<file path="src/rtl/sample_gather.sv">
// sample_gather: serial-to-parallel collector that presents NB_IN samples as a parallel group with a one-cycle strobe.
// Optional macro SAMPLE_GATHER_SLIDING_EN switches from block groups to a sliding window over the latest NB_IN samples.
module sample_gather #(
   parameter int NB_IN     = 8,
   parameter int IN_WIDTH  = 16,
   parameter int CNT_WIDTH = $clog2(NB_IN + 1)
) (
   input  logic                 clk,
   input  logic                 areset,
   input  logic [IN_WIDTH-1:0]  sample_in,
   input  logic                 sample_in_en,
   input  logic                 flush,
   output logic [IN_WIDTH-1:0]  data_out [NB_IN],
   output logic                 data_out_en,
   output logic [CNT_WIDTH-1:0] fill_count
);

   localparam logic [CNT_WIDTH-1:0] CNT_ONE  = CNT_WIDTH'(1);
   localparam logic [CNT_WIDTH-1:0] CNT_LAST = CNT_WIDTH'(NB_IN - 1);
`ifdef SAMPLE_GATHER_SLIDING_EN
   localparam logic [CNT_WIDTH-1:0] CNT_FULL = CNT_WIDTH'(NB_IN);
`endif

   logic [NB_IN-1:0][IN_WIDTH-1:0] shift_reg;
   logic [NB_IN-1:0][IN_WIDTH-1:0] shift_next;
   logic [NB_IN-1:0][IN_WIDTH-1:0] data_reg;
   logic [CNT_WIDTH-1:0]           count_reg;
   logic [CNT_WIDTH-1:0]           count_next;
   logic                           strobe_reg;
   logic                           strobe_next;

   // Slot 0 holds the oldest sample; a new sample enters at slot NB_IN-1.
   genvar gi;
   generate
      for (gi = 0; gi < NB_IN; gi++) begin : g_slot
         if (gi < NB_IN - 1) begin : g_mid
            assign shift_next[gi] = sample_in_en ? shift_reg[gi+1] : shift_reg[gi];
         end else begin : g_newest
            assign shift_next[gi] = sample_in_en ? sample_in : shift_reg[gi];
         end
         assign data_out[gi] = data_reg[gi];
      end
   endgenerate

   // Flush wins over completion; a sample arriving with flush starts a new group.
   always_comb begin
      count_next  = count_reg;
      strobe_next = 1'b0;
      if (flush) begin
         count_next = sample_in_en ? CNT_ONE : '0;
      end else if (sample_in_en) begin
`ifdef SAMPLE_GATHER_SLIDING_EN
         if (count_reg >= CNT_LAST) begin
            strobe_next = 1'b1;
            count_next  = CNT_FULL;
         end else begin
            count_next = count_reg + CNT_ONE;
         end
`else
         if (count_reg == CNT_LAST) begin
            strobe_next = 1'b1;
            count_next  = '0;
         end else begin
            count_next = count_reg + CNT_ONE;
         end
`endif
      end
   end

   always_ff @(posedge clk or posedge areset) begin
      if (areset) begin
         shift_reg  <= '0;
         data_reg   <= '0;
         count_reg  <= '0;
         strobe_reg <= 1'b0;
      end else begin
         shift_reg  <= shift_next;
         count_reg  <= count_next;
         strobe_reg <= strobe_next;
         if (strobe_next) begin
            data_reg <= shift_next;
         end
      end
   end

   assign data_out_en = strobe_reg;
   assign fill_count  = count_reg;

endmodule

</file>
<file path="config.mk">
export PLATFORM = sky130hd
export DESIGN_NAME = sample_gather
export DESIGN_NICKNAME = d
export VERILOG_FILES = /design/src/rtl/sample_gather.sv
export SDC_FILE = /design/constraint.sdc
export NUM_CORES = 1
export LEC_CHECK = 0
export ABC_AREA = 1
export BUFFER_PORTS_ARGS = -buffer_cell sky130_fd_sc_hd__buf_2
export CORE_MARGIN = 10
export CORE_UTILIZATION = 46
export DETAILED_ROUTE_END_ITERATION = 12
export PLACE_DENSITY = 0.74
export SLEW_MARGIN = 20
export SYNTH_ARGS = -nofsm -noshare
export SYNTH_HDL_FRONTEND = slang
export SYNTH_SLANG_ARGS = --single-unit
</file>
<file path="constraint.sdc">
create_clock -name clk -period 8.45 [get_ports clk]
set_input_delay 0.4225 -clock clk [delete_from_list [all_inputs] [get_ports clk]]
set_output_delay 0.4225 -clock clk [all_outputs]
set_load 0.05 [all_outputs]
</file>
Yosys cells after proc, flatten, opt, wreduce, memory -nomap -nowiden
Cells that the tools add are included.
{"block": "word_totals", "elab_cells": 36, "output_inout_bits": 133, "reg_bits": 261, "inputBits": 20}
{"block": "classes", "reduce_logical": 1, "muxes": 15, "n_eq_ne": 1, "n_addsub": 1}
{"operator": "two-way mux 16 bit", "n": 8}
{"operator": "two-way mux 4 bit", "n": 3}
{"operator": "adder 4 x 1 -> 4 bit (second input constant)", "n": 1}
{"operator": "equality test 4 x 3 -> 1 bit (second input constant)", "n": 1}
{"operator": "two-way mux 1 bit", "n": 4}
{"operator": "nonzero test 2 bit", "n": 1}

Depth between registers and ports, before layout
Gate-level depths: netlist of the first run.
{"block": "logic_depth", "word_depth": 4, "ltp_mapped": 9, "ltp_nobuf": 7}

Worst setup path after synthesis of the first run
Ideal clock, no wire load.
{"block": "synth_timing", "path_kind": "flip-flop to flip-flop", "from": "reg count_reg[0], in the netlist fill_count[0]", "to": "reg data_reg (netlist bit data_out[109])", "arrival_ps": 1659, "required_ps": 8332, "setup_ps": 118, "synth_period_minus_slack_ps": 1776, "n_path_buf": 2, "setup_slack_ps": 6674, "path_stages_with_launch": 9, "path_cell_list": "dfrtp_1 > ha_1 > nand2_1 > nor2_1 > nand2_1 > buf_2 > buf_2 > nand2_1 > nand2_1"}
{"block": "synth_via", "elab_chain_cells": 4}
{"element": "start: declaration", "line_no": "27", "rtl": "logic [CNT_WIDTH-1:0] count_reg;"}
{"element": "start signal: assignment", "line_no": "78", "rtl": "count_reg <= count_next;"}
{"element": "equality test 4 x 3 -> 1 bit", "line_no": "60", "rtl": "if (count_reg == CNT_LAST) begin"}
{"element": "two-way mux 1 bit", "line_no": "60"}
{"element": "two-way mux 1 bit", "line_no": "51", "rtl": "end else if (sample_in_en) begin"}
{"element": "two-way mux 1 bit", "line_no": "49", "rtl": "if (flush) begin"}
{"element": "end signal: assignment", "line_no": "81", "rtl": "data_reg <= shift_next;"}
{"element": "end: declaration", "line_no": "26", "rtl": "logic [NB_IN-1:0][IN_WIDTH-1:0] data_reg;"}
No other way between the ends.
A chain may end at the register's enable or synchronous reset.

Final worst setup path of the first run
{"block": "layout_timing", "from": "reg count_reg[0], in the netlist fill_count[0]", "to": "reg data_reg (netlist bit data_out[81])"}
The elaborated chain is that of the path after synthesis.

==> metrics, run 1 <==
outcome=complete, no violations; die area=27620 sq um; # rows=53; DRC=0; Final setup viols=0; Synth area leader=dfrtp_1; Core Footprint=21020 sq um; most frequent cells in the layout=nand2_1 (701), dfrtp_1 (261), buf_2 (151), o21ai_0 (35), clkbuf_16 (27); total I/O pin count=153; DR vias/cell=4.774; crit end category=flip-flop; DP HPWL=15200 um; Critical Setup Path Class=flip-flop to flip-flop; Vias=7266; Total Wirelength=23530 um; nets=1248; max-slew violation count=0; Leak Pwr=6.860 nW; Initial Utilization=46.76%; Crit path largest cell delay=810 ps; final antenna-violating net count=0; Syn. warnings=0; die height=166.2 um; Netlist Area Pre-Place=9829 sq um; CP Cell Sequence=ha_1 > nand2_1 > nor2_1 > nand2_4 > inv_4 > buf_4 > nand2_1 > nand2_1; WP data arrival=3540 ps; Setup Buffers After CTS=0; Period minus WS final=3094 ps; sequential area share after synthesis=66.45%; clk_lat worst skew=520 ps; setup TNS=0 ps; pwr dens=245.7 nW/um^2; synthesized area per cell=8.968 sq um; vias in the first global route=7440; Area Overhead vs Synth=18.01%; largest net degree at the start of global routing=143; RSZ-0062 raised after global routing=no; #FFs+latches synth=261; drt wl/cell=15.46 um; crit start category=flip-flop; MaxCap Viol Count=0; Ant. Diodes=0; worst min-delay path category=input port to async pin; hold buffers post-CTS=0; Least-Margin Pin Slew=955.3 ps; synthesized netlist cell count=1096; Finished Layout Cells=1522; Setup Skew=10.05 ps; maximum fanout along the worst path=94; total global-route track usage=16.86%; Critical Path Most Common Cell=nand2_1; Initial DRT Pass Iterations=5; VDD IR-drop max=140.7 uV; cts repair resizes=0; Slew headroom=36.31%; first-pass GRT wire length=39240 um; Netlist cell types=15; Sink Count=261; Slowest cell on crit path=buf_4; area share of the largest cell type after synthesis=66.45%; syn_nets=1117; port bufs=152; Num CTS Buffers=27; Hold Slack=113.7 ps; die width=166.2 um; top post-synthesis cells by area=dfrtp_1 (66%), nand2_1 (27%), buf_2 (1.8%), o21ai_0 (1.8%), buf_4 (0.99%); CTS H-tree lvls=1; Worst-path clk slew=60 ps; CTS tree=built; Routability Congestion=0.8379; drt first-iter violations=568; CTS Buffer Depth=3; Final Hold Fails=0; antenna violations before repair=1; commonest non-fill, non-tap cell in the layout=nand2_1; Clock Root Buffer=clkbuf_16; WP data required=8900 ps; Max Freq=323.2 MHz; Congestion Overflow GR=0; ratio of cells with drive above 1 in the final layout=16.52%; Placed Instances=1473; crit share post-route=36.62%
final cells by class:
cell class              count  area, sq um
clock buffers              41        808.3
clock inverters             8        93.84
fillers                  1892         9422
inverters                  26        110.1
multi-input cells         753         2904
flip-flops and latches    261         6531
well taps                 275        344.1
repair buffers            158        808.3
power breakdown:
group          leakage (nW)  switching [mW]  internal (mW)
Combinational          2.91           0.204         0.0609
Clock                 0.449           0.467          0.718
Sequential             3.50          0.0511           1.35
Total                  6.86           0.722           2.13
Yosys cell counts:
master	number
inv_1	23
dfrtp_1	261
o21bai_1	1
ha_1	1
inv_2	3
buf_2	36
nand3_1	3
o21ai_1	4
o21ai_0	35
a21oi_1	2
buf_4	13
nand4_1	1
nand2_1	702
clkbuf_1	7
nor2_1	4
cell families after synthesis:
group | after synthesis | share of synthesized area [%]
flops | 261 | 66.45
buf+inv | 82 | 4.086
fa+ha+maj | 1 | 0.1273
compound gates | 42 | 2.164
simple gates | 710 | 27.18
final timing paths:
check,depth (start not counted),from,slack [ps],endpoint
worst min-delay path,2,areset,110,data_out[10]$_DFFE_PP0P_
worst min register to register,2,data_out[86]$_DFFE_PP0P_,470,data_out[86]$_DFFE_PP0P_
min in group clk,3,sample_in[5],130,shift_reg[117]$_DFF_PP0_
worst max register to register,8,fill_count[0]$_DFFE_PP0P_,5360,data_out[81]$_DFFE_PP0P_
max in group asynchronous,4,areset,6240,data_out[124]$_DFFE_PP0P_
worst max-delay path,8,fill_count[0]$_DFFE_PP0P_,5360,data_out[81]$_DFFE_PP0P_
metal layers:
layer / track usage, % / wire (um) / up-vias
met1: 22.15 / 10300 / 3492
met3: 4.827 / 1633 / 28
met5: 0 / 13 / -
met4: 4.545 / 490 / 2
li1: - / - / 3581
met2: 26.78 / 11090 / 163
worst max-delay path, delay by kind of cell, from the launching register on:
kind | cells | cell delay (ps)
buffers and inverters | 2 | 1300
and+or+nand+nor | 5 | 1020
DFF | 1 | 450
adders and majority gates | 1 | 200
through the flow:
stage                     worst slack [ps]  area (sq um)  power, mW  utilization (%)
after global placement                5056         10700      1.682            50.89
after detailed placement              5057         10700      1.691            50.89
final                                 5356         11600      2.850            55.18
after floorplan                      844.0          9829      1.608                -
after CTS                             5262         11600      2.882            55.18
after global routing                  4959         11600      2.977            55.18
(Power assumes the default switching activity.)
==> run 2: changes to the inputs <==
--- a/config.mk
+++ b/config.mk
@@ -5,12 +5,12 @@
 export SDC_FILE = /design/constraint.sdc
 export NUM_CORES = 1
 export LEC_CHECK = 0
-export ABC_AREA = 1
+export ABC_AREA = 0
 export BUFFER_PORTS_ARGS = -buffer_cell sky130_fd_sc_hd__buf_2
 export CORE_MARGIN = 10
 export CORE_UTILIZATION = 46
 export DETAILED_ROUTE_END_ITERATION = 12
-export PLACE_DENSITY = 0.74
+export PLACE_DENSITY = 0.76
 export SLEW_MARGIN = 20
 export SYNTH_ARGS = -nofsm -noshare
 export SYNTH_HDL_FRONTEND = slang
==> constraint.sdc (replaced) <==
create_clock -name clk -period 2.8 [get_ports clk]
set_input_delay 0.14 -clock clk [delete_from_list [all_inputs] [get_ports clk]]
set_output_delay 0.14 -clock clk [all_outputs]
set_load 0.05 [all_outputs]
==> run 2 against run 1 <==
  * Sequential share of layout area is 1.4 points lower
  * Critical path type unchanged
  * Non-clock buffer count is 25 higher
  * Critical path depth is 3 lower
  * Largest cell class unchanged
==> metrics, run 2 <==
Total Wirelength=19620 um (-17%); ys async rst share=100.0% (unchanged); setup TNS=0 ps (unchanged); P_int=6.988 mW (+230%); count leader, synth=dfrtp_1; nets=765 (-39%); sequential area share after synthesis=67.10% (+0.65 points); crit end category=flip-flop; Congestion Overflow GR=0 (unchanged); Final setup viols=0 (unchanged); Worst-path clk slew=60 ps (about the same); area share of the largest cell type after synthesis=67.10% (+0.65 points); Critical Setup Path Class=flip-flop to flip-flop; die area=27380 sq um (-0.85%); DP HPWL=13460 um (-11%); Area Overhead vs Synth=22.13%; CTS Buffer Depth=3 (unchanged); syn_nets=582 (-48%); most frequent cells in the layout=dfrtp_1 (261), mux2_2 (172), buf_2 (151), mux2_1 (84), clkbuf_16 (27); Finished Layout Cells=1039 (-32%); crit start category=flip-flop; commonest non-fill, non-tap cell in the layout=dfrtp_1; outcome=complete, no violations; fillcell total=1619 (-14%); total I/O pin count=153 (unchanged); Sink Count=261 (unchanged); Synth area leader=dfrtp_1; Initial Utilization=46.60% (-0.16 points); maximum fanout along the worst path=69 (-27%); Netlist cell types=18 (+3); Routability Congestion=0.7375 (-12%); ratio of cells with drive above 1 in the final layout=50.13% (+34 points); clk_lat worst skew=520 ps (about the same); Clock Root Buffer=clkbuf_16; final antenna-violating net count=0 (unchanged); pwr dens=803.2 nW/um^2 (+230%); switching power=2.562 mW (+250%); RSZ-0062 raised after global routing=no; Top FF cell, synth=dfrtp_1; drt wl/cell=18.88 um (+22%); CTS H-tree lvls=1 (unchanged); post-route setup slack=743.6 ps (-4612 ps); Slowest cell on crit path=dfrtp_1; Ant. Diodes=0 (unchanged); Crit path largest cell delay=400 ps (-410 ps); first-pass GRT wire length=32720 um (-17%); #FFs+latches synth=261 (unchanged); Core Footprint=20890 sq um (-0.63%); # rows=53 (unchanged); VDD IR-drop max=476.9 uV (+240%); drt first-iter violations=189 (-67%); Num CTS Buffers=27 (unchanged); worst path bufs/invs=1 (-1); Max Freq=486.3 MHz (+50%); Placed Instances=972 (-34%); Final Hold Fails=0 (unchanged); Post-synth top cells=dfrtp_1 (261), mux2_2 (172), mux2_1 (84); Tot Pwr=9.550 mW (+240%); antenna violations before repair=0 (-1); Syn. warnings=0 (unchanged); WP data arrival=2450 ps (-1090 ps); Sw Share=26.82% (+1.5 points); number of enable flip-flop cells after synthesis=0 (unchanged); vias in the first global route=5915 (-20%); synthesized netlist cell count=561 (-49%); Setup WS pre-CTS=777.0 ps (-4280 ps); largest net degree at the start of global routing=101 (-29%); CTS tree=built; WP data required=3190 ps (-5710 ps); top post-synthesis cells by area=dfrtp_1 (67%), mux2_2 (20%), mux2_1 (9.7%), buf_6 (1.2%), buf_2 (0.93%); MaxCap Viol Count=0 (unchanged); clock share of power=36.3% (-5.3 points); crit share post-route=73.44% (+37 points); CP Cell Sequence=ha_1 > nand2_1 > nor4b_4 > buf_12 > mux2_1; worst min-delay path category=input port to flip-flop; Period minus WS final=2056 ps (-1038 ps); Initial DRT Pass Iterations=4 (-1); DRC=0 (unchanged); synthesized area per cell=17.35 sq um (+93%); DR vias/cell=5.014 (+5.0%); Leak Pwr=6.111 nW (-11%); die width=165.5 um (-0.43%); Hold Slack=111.8 ps (-1.873 ps); total global-route track usage=14.64% (-2.2 points); Setup Skew=7.059 ps (-2.991 ps); max-slew violation count=0 (unchanged); port bufs=152 (unchanged); Netlist Area Pre-Place=9734 sq um (-0.97%); Worst path top cell family by delay=simple AND/OR/NAND/NOR gates; Sequential Power Share=49.1% (about the same); Vias=5210 (-28%); Logic pwr share=14.5% (+5.2 points); Slew headroom=39.10% (+2.8 points); Least-Margin Pin Slew=911.5 ps (-43.79 ps); die height=165.5 um (-0.43%)
## run 2: changes by cell type after synthesis, moves of 3 or more
cell,previous run,this run
buf_2,36,18
buf_4,13,1
buf_6,0,10
clkbuf_1,7,0
inv_1,23,1
inv_2,3,0
mux2_1,0,84
mux2_2,0,172
nand2_1,702,2
nand3_1,3,0
o21ai_0,35,0
o21ai_1,4,0
## run 2: worst min-delay path, delay by kind of cell
kind	cells	cell delay (ps)
muxes	1	160
and+or+nand+nor	1	100
buffers and inverters	1	180
## run 2: cell type report
type | instances | area, sq um | area share (%)
clock buffers | 35 | 735.7 | 6.188
multi-input cells | 270 | 2989 | 25.14
well taps | 275 | 344.1 | 2.894
flip-flops and latches | 261 | 6531 | 54.94
inverters | 1 | 7.507 | 0.06314
clock inverters | 14 | 136.4 | 1.147
repair buffers | 183 | 1145 | 9.630
## run 2: final timing paths
| kind | slack (ps) | end | start | cells past startpoint |
|---|---|---|---|---|
| min in group asynchronous | 360 | data_out[34]$_DFFE_PP0P_ | areset | 3 |
| min reg2reg | 480 | data_out[27]$_DFFE_PP0P_ | data_out[27]$_DFFE_PP0P_ | 1 |
| max reg2reg | 740 | data_out[39]$_DFFE_PP0P_ | fill_count[1]$_DFFE_PP0P_ | 5 |
| max in group asynchronous | 1680 | shift_reg[66]$_DFF_PP0_ | areset | 4 |
| min | 110 | fill_count[1]$_DFFE_PP0P_ | sample_in_en | 3 |
| max | 740 | data_out[39]$_DFFE_PP0P_ | fill_count[1]$_DFFE_PP0P_ | 5 |
## run 2: power groups by stage
stage / Sequential (mW) / Combinational, mW / Clock [mW]
after global placement: 4.71 / 1.31 / 0
after floorplan: 4.97 / 0.718 / 0
final: 4.69 / 1.39 / 3.47
after global routing: 4.77 / 1.51 / 3.73
after CTS: 4.70 / 1.41 / 3.56
after detailed placement: 4.76 / 1.38 / 0
## run 2: metal layers
layer,up-vias,track usage (%),wire length [um]
met2,117,23.34,9111
met3,24,3.619,1222
li1,2353,-,-
met1,2716,19.61,8959
met5,-,0,0
met4,0,3.990,325
## run 2: stage by stage
stage / instance area (sq um) / util, %
2_1_floorplan: 9738 / -
3_3_place_gp: 10840 / 51.88
3_5_place_dp: 10840 / 51.88
4_1_cts: 11890 / 56.92
5_1_grt: 11890 / 56.92
6_report: 11890 / 56.92
## run 2: kinds of logic (layout without fill, tap and decap cells)
group / after synthesis / after routing / synth area share, %
flops: 261 / 261 / 67.10
mux: 257 / 257 / 29.72
buf+inv: 30 / 233 / 2.198
simple gates: 9 / 9 / 0.6299
xor+xnor: 2 / 2 / 0.1800
fa+ha+maj: 1 / 1 / 0.1285
compound gates: 1 / 1 / 0.05136
## run 2: what timing repair did
item                      in CTS  in global routing
buffers inserted               0                  0
resized for setup              0                  0
hold endpoints to repair      60                  0
hold buffers                  18                  0
==> run 3: changes to the inputs <==
==> constraint.sdc (replaced) <==
create_clock -name clk -period 1.8 [get_ports clk]
set_input_delay 0.09 -clock clk [delete_from_list [all_inputs] [get_ports clk]]
set_output_delay 0.09 -clock clk [all_outputs]
set_load 0.05 [all_outputs]
==> run 3 against run 2 <==
  * Combinational power grew 65%
  * Flip-flop and latch count is the same
  * Global-route usage grew 0.52 points
  * Die area is the same
  * Critical path type unchanged
  * Register-to-register slack worse by 740 ps
  * Largest cell class unchanged
  * Wire length grew 5.6%
==> metrics, run 3 (synthesis gave the netlist of run 2 again) <==
final antenna-violating net count=0 (unchanged); Setup WS pre-CTS=-75.95 ps (-853.0 ps); max-slew violation count=0 (unchanged); Initial DRT Pass Iterations=4 (unchanged); die width=165.5 um (unchanged); DR vias/cell=4.988 (-0.53%); Routability Congestion=0.7476 (+1.4%); Ant. Diodes=0 (unchanged); worst min-delay path category=input port to async pin; total I/O pin count=153 (unchanged); RSZ-0062 raised after global routing=yes; met2 GRT Util=24.29% (+0.95 points); antenna violations before repair=0 (unchanged); drt first-iter violations=128 (-32%); DP HPWL=13820 um (+2.6%); first-pass GRT wire length=33700 um (+3.0%); Clock Root Buffer=clkbuf_16; WP data arrival=2180 ps (-270 ps); placed cell areas=10920 sq um (+0.76%); # rows=53 (unchanged); drt wl/cell=19.60 um (+3.8%); clk_lat worst skew=510 ps (about the same); pwr dens=1210 nW/um^2 (+51%); most used routing layer=met2; CTS H-tree lvls=1 (unchanged); Worst-path clk slew=60 ps (about the same); Core Footprint=20890 sq um (unchanged); flop2flop setup slack=5 ps (-740 ps); largest net degree at the start of global routing=91 (-9.9%); Critical Setup Path Class=flip-flop to flip-flop; grt met3 use=3.694% (+0.074 points); reg-to-reg critical path endpoint=data_out[60]$_DFFE_PP0P_; CTS tree=built; reg2reg start=fill_count[0]$_DFFE_PP0P_; Design Area, Final=12520 sq um (+5.3%); total global-route track usage=15.16% (+0.52 points); Num CTS Buffers=27 (unchanged); worst reg2reg path depth=7 (+2); die height=165.5 um (unchanged); Vias=5272 (+1.2%); Leak Pwr=6.296 nW (+3.0%); Max Freq=557.2 MHz (+15%); Period minus WS final=1795 ps (-261.8 ps); WP data required=2190 ps (-1000 ps); MaxCap Viol Count=0 (unchanged); met1 usage=20.34% (+0.73 points); Slew headroom=66.94% (+28 points); post-route setup slack=5.371 ps (-738.2 ps); CTS Buffer Depth=3 (unchanged); port bufs=152 (unchanged); crit end category=flip-flop; Congestion Overflow GR=0 (unchanged); nets=783 (+2.4%); vias in the first global route=6011 (+1.6%); Setup Skew=6.950 ps (-0.1095 ps); crit share post-route=99.70% (+26 points); most frequent cells in the layout=dfrtp_1 (261), buf_2 (151), mux2_2 (139), mux2_4 (73), mux2_1 (44); Finished Layout Cells=1057 (+1.7%); outcome=complete, no violations; VDD IR-drop max=799.3 uV (+68%); DRC=0 (unchanged); Initial Utilization=46.60% (unchanged); Area Overhead vs Synth=28.66%; maximum fanout along the worst path=8 (-88%); Final setup viols=0 (unchanged); Placed Instances=978 (+0.62%); Least-Margin Pin Slew=495.8 ps (-415.7 ps); commonest non-fill, non-tap cell in the layout=dfrtp_1; ratio of cells with drive above 1 in the final layout=56.52% (+6.4 points); Total Wirelength=20720 um (+5.6%); Sink Count=261 (unchanged); die area=27380 sq um (unchanged); crit start category=flip-flop; Final Hold Fails=0 (unchanged)
==> run 3: per-layer routing <==
metal	wire, um	share of wire, %
met1	9323	45
met2	9761	47
met3	1318	6.4
met4	311	1.5
met5	0	0
==> run 3: worst max path at each step <==
stage / start / end / slack (ps) / cells past startpoint
floorplan: areset / data_out[0]$_DFFE_PP0P_ / -1730 / 1
global placement: fill_count[1]$_DFFE_PP0P_ / data_out[44]$_DFFE_PP0P_ / 20 / 6
detailed placement: fill_count[1]$_DFFE_PP0P_ / data_out[58]$_DFFE_PP0P_ / -80 / 6
CTS: fill_count[1]$_DFFE_PP0P_ / data_out[12]$_DFFE_PP0P_ / -80 / 7
global route: fill_count[0]$_DFFE_PP0P_ / data_out[60]$_DFFE_PP0P_ / -100 / 7
finish: fill_count[0]$_DFFE_PP0P_ / data_out[60]$_DFFE_PP0P_ / 5 / 7
==> run 3: per-stage QoR <==
stage                     utilization (%)  hold slack (ps)  power (mW)  TNS [ps]
after global placement              52.27            182.5       9.366         0
after global routing                59.96            243.6       15.84     -9148
after detailed placement            52.27            190.4       9.561     -5017
after floorplan                         -            153.1       8.849   -483120
after CTS                           59.35            202.8       15.26     -5099
final                               59.96            210.9       15.15         0
==> run 3: where the power goes <==
| group | internal [mW] | total (mW) | leakage, nW | switching, mW |
|---|---|---|---|---|
| clock network | 3.40 | 5.54 | 0.451 | 2.14 |
| logic | 0.985 | 2.29 | 2.48 | 1.30 |
| registers | 6.80 | 7.32 | 3.36 | 0.525 |
| total | 11.2 | 15.1 | 6.30 | 3.97 |
==> run 3: layout make-up <==
cell class	instances	area, sq um
timing repair buffer	201	1463
sequential	261	6531
inverter	1	7.507
fill	1541	8364
clock buffer	41	818.3
multi-input combinational	270	3268
tap	275	344.1
clock inverter	8	92.59
==> run 3: what timing repair did <==
action,in CTS,in global routing
setup buffers,7,0
hold buffers,19,0
cloned,3,1
setup endpoints to repair,117,128
gates resized for setup,61,27
endpoints found under the hold margin,304,0
pin swaps,2,2
==> run 3: worst max-delay path, cell delays in order (launching register included) <==
cell	delay, ps
dfrtp_1	360
ha_2	200
nand2_2	70
nor4b_4	280
buf_6	180
buf_12	130
buf_12	140
mux2_4	310
